**config.mk**
```make
export PLATFORM = sky130hd
export DESIGN_NAME = req_ack_responder
export DESIGN_NICKNAME = d
export VERILOG_FILES = /design/src/rtl/req_ack_pkg.sv /design/src/rtl/req_ack_responder_sat_counter.sv /design/src/rtl/req_ack_responder.sv
export SDC_FILE = /design/constraint.sdc
export NUM_CORES = 1
export LEC_CHECK = 0
export CAP_MARGIN = 15
export CORE_ASPECT_RATIO = 0.75
export CORE_UTILIZATION = 45
export DETAILED_ROUTE_END_ITERATION = 10
export PLACE_DENSITY = 0.76
export SLEW_MARGIN = 0
export SYNTH_ARGS = -nofsm -noshare
export SYNTH_HDL_FRONTEND = slang
export SYNTH_SLANG_ARGS = --single-unit
```
**constraint.sdc**
```tcl
create_clock -name clk -period 3.8 [get_ports clk]
set_input_delay 1.14 -clock clk [delete_from_list [all_inputs] [get_ports clk]]
set_output_delay 1.14 -clock clk [all_outputs]
set_load 0.05 [all_outputs]
```
**src/rtl/req_ack_pkg.sv**
```systemverilog
// req_ack_pkg: state encoding shared by the responder and the arbiter-side bench
package req_ack_pkg;
   typedef enum logic [1:0] {
      IDLE    = 2'd0,
      WAIT    = 2'd1,
      ACK     = 2'd2,
      RECOVER = 2'd3
   } state_t;
endpackage

```
**src/rtl/req_ack_responder_sat_counter.sv**
```systemverilog
// sat_counter: event counter that sticks at its all-ones maximum
module sat_counter #(
   parameter int CNT_W = 8
) (
   input  logic             clk,
   input  logic             rstn,
   input  logic             inc,
   output logic [CNT_W-1:0] count
);
   always_ff @(posedge clk)
      count <= !rstn ? '0 : (inc && count != '1) ? count + CNT_W'(1) : count;
endmodule

```
**src/rtl/req_ack_responder.sv**
```systemverilog
// req_ack_responder: fixed-latency shared resource returning a one-cycle ack pulse
module req_ack_responder
   import req_ack_pkg::*;
#(
   parameter int LATENCY = 2,
   parameter int GAP     = 1,
   parameter int CNT_W   = 8
) (
   input  logic             clk,
   input  logic             rstn,
   input  logic             req_i,
   input  logic             en,
   output logic             ack_o,
   output logic             busy_o,
   output logic [CNT_W-1:0] done_cnt_o,
   output logic [CNT_W-1:0] abort_cnt_o
);
   localparam int MAXV = LATENCY > GAP ? LATENCY : GAP;
   localparam int WW   = $clog2(MAXV + 1) < 1 ? 1 : $clog2(MAXV + 1);
   state_t        state;
   logic [WW-1:0] wait_cnt;
   always_ff @(posedge clk)
      if (!rstn) begin
         state    <= IDLE;
         wait_cnt <= '0;
      end else
         case (state)
            IDLE:
               if (req_i && en) begin
                  if (LATENCY == 1)
                     state <= ACK;
                  else begin
                     state    <= WAIT;
                     wait_cnt <= WW'(LATENCY - 2);
                  end
               end
            WAIT:
               if (!req_i)
                  state <= IDLE;
               else if (en) begin
                  if (wait_cnt == '0)
                     state <= ACK;
                  else
                     wait_cnt <= wait_cnt - WW'(1);
               end
            ACK:
               if (GAP > 0) begin
                  state    <= RECOVER;
                  wait_cnt <= WW'(GAP - 1);
               end else
                  state <= IDLE;
            RECOVER:
               if (wait_cnt == '0)
                  state <= IDLE;
               else
                  wait_cnt <= wait_cnt - WW'(1);
            default: state <= IDLE;
         endcase
   assign ack_o  = state == ACK;
   assign busy_o = state != IDLE;
   // a dropped request counts as an abort whether it happens in WAIT or in the ACK cycle
   sat_counter #(.CNT_W(CNT_W)) u_done (
      .clk  (clk),
      .rstn (rstn),
      .inc  (ack_o && req_i),
      .count(done_cnt_o)
   );
   sat_counter #(.CNT_W(CNT_W)) u_abort (
      .clk  (clk),
      .rstn (rstn),
      .inc  (!req_i && (state == WAIT || state == ACK)),
      .count(abort_cnt_o)
   );
endmodule

```
==> results of run 1 <==
[cells by family (layout without fill, tap and decap cells)]
| family | Yosys count | after routing | share of synthesized area (%) |
|---|---|---|---|
| adder cells (fa/ha/maj) | 8 | 8 | 8.23 |
| multiplexers | 9 | 9 | 7.41 |
| AND/OR/NAND/NOR | 54 | 54 | 25.4 |
| buffers and inverters | 16 | 36 | 6.48 |
| AO/OA/AOI/OAI | 31 | 31 | 19.5 |
| flip-flops | 20 | 20 | 32.9 |
[power by group]
part,internal [mW],leakage (nW),switching (mW)
Combinational,0.0584,0.364,0.0837
Sequential,0.220,0.162,0.0119
Clock,0.0585,0.0210,0.0695
Total,0.337,0.546,0.165
[path summary, 6_finish.rpt]
check                                               from                             to  slack [ns]
worst min register to register  wait_cnt[1]$_SDFFE_PN0P_       wait_cnt[1]$_SDFFE_PN0P_        0.47
worst max register to register     state[0]$_SDFFE_PN0P_  u_abort.count[5]$_SDFFE_PN0P_        2.01
worst max-delay path               state[0]$_SDFFE_PN0P_                         busy_o        0.64
worst min-delay path            wait_cnt[1]$_SDFFE_PN0P_       wait_cnt[1]$_SDFFE_PN0P_        0.47
[per-layer routing]
metal,wire [um],track usage [%],vias to the layer above
li1,-,-,563
met5,0,0,-
met2,1160,30.4,24
met1,1380,28.5,505
met4,14,4.00,0
met3,100,5.79,2
[cell type report]
cell class / instances / area [um^2] / area share [%]
Tap cell: 34 / 42.5 / 2.89
Multi-Input combinational cell: 102 / 737 / 50.1
Clock buffer: 4 / 36.3 / 2.47
Timing Repair Buffer: 22 / 218 / 14.8
Sequential cell: 20 / 400 / 27.2
Inverter: 10 / 37.5 / 2.55
[per-stage QoR]
stage,power [mW],instance area [um^2],hold slack (ns),cells,setup WS [ns]
after floorplan,0.340,1220,0.435,138,1.63
after global placement,0.373,1440,0.447,188,1.07
after detailed placement,0.377,1440,0.459,188,0.991
after CTS,0.504,1470,0.475,192,0.639
after global routing,0.530,1470,0.514,192,0.541
final,0.502,1470,0.471,192,0.643
[state kept, by name (all words and copies together) (netlist names), named ones only]
signal,flops
u_done.count,8
state,1
wait_cnt,2
u_abort.count,8
[Yosys cell counts, types with 2 or more instances]
cell      number  area share [%]
nor4_1         2             1.0
a211oi_1       3             1.9
o21ai_0        2            0.82
a21oi_1        7             2.9
and4_1         3             2.2
nand2_1       19             5.9
dfxtp_1       20              33
mux2i_1        9             7.4
a311oi_1       2             1.4
buf_2          3             1.2
nand4_1        4             2.1
buf_4          2             1.2
nand3_1        3             1.2
nor3_1         5             2.1
a41o_1         2             1.6
inv_1          9             2.8
ha_1           8             8.2
a31oi_1        3             1.5
nor2_1         3            0.93
and3_1         2             1.0
nand2b_1       4             2.1
and4b_1        2             1.6
[worst register-to-register path: cells and delay by family (launching register included)]
family	cells	cell delay (ns)
flip-flops	1	0.47
AND/OR/NAND/NOR	2	0.40
adder cells (fa/ha/maj)	1	0.37
AO/OA/AOI/OAI	1	0.35
buffers and inverters	1	0.10
==> metrics.cfg, run 1 <==
[synthesis]
async_reset_ff_share_pct=0
synth-seq-cells=20
synthCells=138
synth_area_um2=1220
synth_edf_count=0
syn_avg_cell_area_um2=8.81
ys_seq_area_share_pct=32.9
ys.flop_type=dfxtp_1
ys_warn_count=0
synth_cell_type_count=43
synthesis.nets=150

[power]
ir_drop_uv=213
leakage_nw=0.546
p_per_area_nw_per_um2=341

[detailed_routing]
vias=1094
drc=0
first_pass_iters=4
antenna_left=0
drt_iter0_markers=66
wl_mm=2.65
wl_per_cell_um=13.8
vias_per_cell=5.70

[worst_setup_path]
worstPathCellList=inv_1 -> ha_1 -> inv_1 -> clkdlybuf4s50_1
max_stage_delay_ns=0.80
cpMostUsedCell=inv_1
path_buf_inv=3
critPathRequiredTime_ns=2.66
crit_family=buffers and inverters
crit_path_start_kind=flip-flop
worstPathMaxFanout=7
cp.depth=4
crit_arrival_ns=2.02
slowest_stage=clkdlybuf4s50_1
worstRegToRegCells=5
path_class=reg2out
worst_setup_path_end_kind=output port

[placement]
dp_hpwl_mm=1.92
gp_congestion=0.866
io_buffer_count=21

[cts]
cts_buffer_depth=2
root_buffer=clkbuf_4
ctsHoldBuffers=0
cts.sinks=20
path_clk_slew_ns=0.12
htreeDepth=1
post_cts_buffers=0
numCtsBuffers=3
cts_tree=yes
clock_latency_ns=0.31
ctsResizeCount=0

[sta]
finClkSkew_ns=0.0113
max-slew-margin-rel_pct=66.2
drv_slew=0
grt_setup_unrepaired=no
worst-slew-pin-transition_ns=0.505
setup_viol=0
fin_setup_tns_ns=0
fmax_ghz=0.317
finalHoldViolations=0
fin_crit_sh_pct=83.1
fin_crit_ns=3.16

[finish]
drive_above_1_share_pct=8.23
area_growth_pct=21.0
nFillCells=205
nets=171
layout_commonest_cell=clkdlybuf4s50_1
n_antenna_cell=0
final_cell_mix=clkdlybuf4s50_1 (21), dfxtp_1 (20), nand2_1 (19), inv_1 (9), mux2i_1 (9)
fin_util_pct=60.8

[floorplanning]
die_area_um2=2920
core_area_um2=2420
die_y_um=47.0
pin_count=22
initial_utilization_pct=50.2
core.rowCount=15
die_x_um=62.0

[global_routing]
overflow=0
grt_pass1_wl_mm=4.22
grt_usage_pct=20.1
antenna_found_initial=0
grt_max_degree=22
first_global_vias=935

[run_status]
status=finished clean

[hold_path]
whs_path_depth=2
hold_path_class=reg2reg

[flow_run]
max_cap_violations=0

No activity file was read; power rests on OpenSTA's default activity.
==> run 2: changes to the inputs <==
clock period = 3.2 ns   (was 3.8 ns; I/O delays follow)
==> metrics.cfg, run 2 (synthesis gave the netlist of run 1 again) <==
[floorplanning]
initial_utilization_pct=50.2  ; unchanged
die_y_um=47.0  ; unchanged
core.rowCount=15  ; unchanged
pin_count=22  ; unchanged
die_x_um=62.0  ; unchanged
core_area_um2=2420  ; unchanged
die_area_um2=2920  ; unchanged

[detailed_routing]
vias=1126  ; +2.9%
wl_per_cell_um=14.0  ; +1.4%
drc=0  ; unchanged
antenna_left=0  ; unchanged
wl_met1_mm=1.28  ; -7.5%
wl_met3_um=120  ; +20%
vias_per_cell=5.86  ; +2.9%
first_pass_iters=4  ; unchanged
wl_mm=2.69  ; +1.4%
drt_iter0_markers=72  ; +9.1%
wl_met2_mm=1.26  ; +9.2%
top_layer=met4

[finish]
final_cell_mix=clkdlybuf4s50_1 (21), dfxtp_1 (20), nand2_1 (19), inv_1 (9), mux2i_1 (9)
seq_area_um2=400  ; unchanged
drive_above_1_share_pct=8.23  ; unchanged
n_antenna_cell=0  ; unchanged
layout_commonest_cell=clkdlybuf4s50_1
biggestRegsByFlops=u_abort.count: 8 flops, u_done.count: 8 flops, wait_cnt: 2 flops
nets=171  ; unchanged
area_growth_pct=22.3
layout.cells.non_filler=192  ; unchanged
nFillCells=195  ; -4.9%
multi_input_area_um2=737  ; unchanged

[cts]
ctsResizeCount=0  ; unchanged
cts_tree=yes
post_cts_buffers=0  ; unchanged
path_clk_slew_ns=0.13  ; about the same
htreeDepth=1  ; unchanged
numCtsBuffers=3  ; unchanged
cts_buffer_depth=2  ; unchanged
root_buffer=clkbuf_4
cts.sinks=20  ; unchanged
ctsHoldBuffers=0  ; unchanged
clock_latency_ns=0.32  ; about the same

[worst_setup_path]
critPathLaunch=state[0]$_SDFFE_PN0P_
worst_setup_path_end_kind=output port
crit_path_start_kind=flip-flop
r2r_start=state[0]$_SDFFE_PN0P_
path_class=reg2out
critPathRequiredTime_ns=2.24  ; -0.42 ns
worstPathMaxFanout=7  ; unchanged
crit_arrival_ns=2.03  ; about the same

[power]
power.clock.fraction_pct=32.3  ; +6.8 points
p_sw_share_pct=30.2  ; -2.7 points
p_switching_mw=0.198  ; +20%
pwr-share-comb_pct=25.7  ; -2.6 points
intPower_mw=0.457  ; +36%
leakage_nw=0.553  ; +1.3%
p_per_area_nw_per_um2=441  ; +29%
sequentialPowerShare_pct=41.9  ; -4.3 points
ir_drop_uv=394  ; +85%

[global_routing]
grt_usage_pct=21.8  ; +1.8 points
grt_max_degree=22  ; unchanged
overflow=0  ; unchanged
antenna_found_initial=0  ; unchanged
grt_pass1_wl_mm=4.63  ; +9.6%
first_global_vias=1069  ; +14%

[sta]
fin_setup_tns_ns=0  ; unchanged
finClkSkew_ns=0.0245  ; +0.0132 ns
drv_slew=0  ; unchanged
fin_crit_ns=2.99
worst-slew-pin-transition_ns=0.502  ; -0.00296 ns
holdWs_ns=0.465  ; -0.00550 ns
fmax_ghz=0.334
setup_viol=0  ; unchanged
finalHoldViolations=0  ; unchanged
finalWorstSetupSlack_ns=0.209  ; -0.433 ns
max-slew-margin-rel_pct=66.4  ; +0.20 points
fin_crit_sh_pct=93.5
grt_setup_unrepaired=no

[placement]
gp_congestion=0.889  ; +2.7%
io_buffer_count=21  ; unchanged
preCtsSetupSlack_ns=0.563  ; -0.429 ns
dp_hpwl_mm=1.96  ; +2.0%
dp.cells=188  ; unchanged

[run_status]
status=finished clean

[hold_path]
hold_path_class=reg2reg
min_from=wait_cnt[1]$_SDFFE_PN0P_

[flow_run]
max_cap_violations=0  ; unchanged

## run 2: cell types whose count changed in the layout (fill, tap and decap cells not counted)
cell	delta
clkbuf_8	-1
bufinv_16	+1
## run 2: final timing paths
| check | end | slack, ns | cells past startpoint |
|---|---|---|---|
| setup / recovery | busy_o | 0.21 | 4 |
| hold reg to reg | wait_cnt[1]$_SDFFE_PN0P_ | 0.47 | 2 |
| hold / removal | wait_cnt[1]$_SDFFE_PN0P_ | 0.47 | 2 |
| setup reg to reg | u_abort.count[5]$_SDFFE_PN0P_ | 1.40 | 5 |
## run 2: power groups by stage
stage	Sequential, mW	Clock (mW)	Combinational [mW]
after floorplan	0.289	0	0.114
after global placement	0.279	0	0.162
after detailed placement	0.281	0	0.167
after CTS	0.275	0.218	0.168
after global routing	0.278	0.229	0.186
final	0.275	0.212	0.169
## run 2: cell type report
class | instances | area share, %
Tap cell | 34 | 2.86
Sequential cell | 20 | 26.9
Timing Repair Buffer | 22 | 14.6
Clock buffer | 3 | 1.51
Clock inverter | 1 | 2.02
Multi-Input combinational cell | 102 | 49.5
Inverter | 10 | 2.52
## run 2: stage by stage
stage / utilization (%) / power [mW] / cell area [um^2]
global placement: 59.3 / 0.442 / 1440
floorplan: - / 0.403 / 1220
global route: 61.4 / 0.693 / 1490
detailed placement: 59.3 / 0.448 / 1440
finish: 61.4 / 0.656 / 1490
CTS: 61.4 / 0.662 / 1490
## run 2: routing by layer
metal,vias to the layer above,global-route usage (%)
met5,-,0
met4,0,5.78
met3,6,5.23
met2,37,36.4
met1,528,28.5
li1,555,-
## run 2: critical path, stage by stage (launching register included)
cell,delay (ns)
dfxtp_1,0.47
inv_1,0.11
ha_1,0.26
inv_1,0.07
clkdlybuf4s50_1,0.79
==> run 3: changes to the inputs <==
ABC_CLOCK_PERIOD_IN_PS = 3200   (was default)
REMOVE_ABC_BUFFERS = 1   (was default)
==> metrics.cfg, run 3 (synthesis gave the netlist of run 1 again) <==
[cts]
root_buffer=clkbuf_4
numCtsBuffers=3  ; unchanged
cts.sinks=20  ; unchanged
ctsResizeCount=0  ; unchanged
cts_tree=yes
post_cts_buffers=0  ; unchanged
htreeDepth=1  ; unchanged
cts_buffer_depth=2  ; unchanged
ctsHoldBuffers=0  ; unchanged
clock_latency_ns=0.31  ; about the same
path_clk_slew_ns=0.12  ; about the same

[worst_setup_path]
critPathRequiredTime_ns=2.24  ; about the same
max_stage_delay_ns=0.79  ; about the same
worstPathCellList=inv_1 -> ha_1 -> inv_1 -> clkdlybuf4s50_1
worst_setup_path_end_kind=output port
path_buf_inv=3  ; unchanged
worstPathMaxFanout=7  ; unchanged
path_class=reg2out
slowest_stage=clkdlybuf4s50_1
crit_family=buffers and inverters
crit_arrival_ns=1.98  ; -0.05 ns
cpMostUsedCell=inv_1
crit_path_start_kind=flip-flop

[detailed_routing]
vias_per_cell=5.71  ; -2.6%
drc=0  ; unchanged
wl_mm=2.68  ; -0.30%
wl_per_cell_um=14.0  ; -0.30%
vias=1097  ; -2.6%
first_pass_iters=4  ; unchanged
drt_iter0_markers=49  ; -32%
antenna_left=0  ; unchanged

[sta]
fin_setup_tns_ns=0  ; unchanged
holdWs_ns=0.467  ; +0.00148 ns
grt_setup_unrepaired=no
drv_slew=0  ; unchanged
finalHoldViolations=0  ; unchanged
fmax_ghz=0.340  ; +1.6%
finalWorstSetupSlack_ns=0.256  ; +0.0471 ns
finClkSkew_ns=0.00991  ; -0.0146 ns
fin_crit_sh_pct=92.0  ; -1.5 points
fin_crit_ns=2.94  ; -0.0471 ns
setup_viol=0  ; unchanged
max-slew-margin-rel_pct=66.5  ; about the same
worst-slew-pin-transition_ns=0.502  ; -0.000653 ns

[finish]
layout_commonest_cell=clkdlybuf4s50_1
n_antenna_cell=0  ; unchanged
biggestRegsByFlops=u_abort.count: 8 flops, u_done.count: 8 flops, wait_cnt: 2 flops
area_growth_pct=22.3  ; unchanged
final_cell_mix=clkdlybuf4s50_1 (21), dfxtp_1 (20), nand2_1 (19), inv_1 (9), mux2i_1 (9)
fin_area_um2=1490  ; unchanged
drive_above_1_share_pct=8.23  ; unchanged
nets=171  ; unchanged

[floorplanning]
die_x_um=62.0  ; unchanged
die_area_um2=2920  ; unchanged
die_y_um=47.0  ; unchanged
core.rowCount=15  ; unchanged
initial_utilization_pct=50.2  ; unchanged
pin_count=22  ; unchanged
core_area_um2=2420  ; unchanged

[placement]
io_buffer_count=21  ; unchanged
dp_hpwl_mm=2.01  ; +2.2%
preCtsSetupSlack_ns=0.607  ; +0.0444 ns
placed_cell_area_um2=1440  ; unchanged
gp_congestion=0.850  ; -4.4%

[run_status]
status=finished clean

[global_routing]
grt_usage_pct=21.3  ; -0.54 points
overflow=0  ; unchanged
first_global_vias=992  ; -7.2%
antenna_found_initial=0  ; unchanged
grt_pass1_wl_mm=4.52  ; -2.4%
grt_max_degree=22  ; unchanged

[hold_path]
hold_path_class=reg2reg

[power]
p_per_area_nw_per_um2=440  ; -0.10%
leakage_nw=0.553  ; unchanged
ir_drop_uv=397  ; +0.74%

[flow_run]
max_cap_violations=0  ; unchanged

==> run 3: power by group <==
group / switching (mW) / internal [mW] / leakage, nW
combinational: 0.0985 / 0.0696 / 0.364
clock: 0.0850 / 0.127 / 0.0279
sequential: 0.0142 / 0.261 / 0.162
total: 0.198 / 0.457 / 0.553
==> run 3: worst register-to-register path: stages (launching register included) <==
cell and delay [ns]:
dfxtp_1 0.46, inv_1 0.11, ha_1 0.39, and4b_1 0.34, nand2_1 0.09, o311a_1 0.33
==> run 3: stage by stage <==
step           power [mW]  utilization (%)  instances
6_report            0.655             61.4        192
5_1_grt             0.686             61.4        192
4_1_cts             0.660             61.4        192
3_5_place_dp        0.447             59.3        188
3_3_place_gp        0.440             59.3        188
2_1_floorplan       0.398                -        132
==> run 3: final timing paths <==
kind,startpoint,endpoint,slack (ns),cells past startpoint
hold / removal,wait_cnt[0]$_SDFFE_PN0P_,wait_cnt[0]$_SDFFE_PN0P_,0.47,2
hold reg to reg,wait_cnt[0]$_SDFFE_PN0P_,wait_cnt[0]$_SDFFE_PN0P_,0.47,2
setup / recovery,state[0]$_SDFFE_PN0P_,busy_o,0.26,4
setup reg to reg,state[0]$_SDFFE_PN0P_,u_abort.count[5]$_SDFFE_PN0P_,1.40,5
==> run 3: layer usage <==
layer,up-vias,wire length [um],track usage (%)
met2,28,1280,36.6
met4,0,0,2.67
li1,557,-,-
met3,0,135,5.23
met5,-,0,0
met1,512,1270,28.0
==> run 3: area by class of cell <==
type,instances,area (um^2)
inverter,10,37.5
clock inverter,1,30.0
multi-input combinational,102,737
fill,214,933
sequential,20,400
timing repair buffer,22,218
tap,34,42.5
clock buffer,3,22.5
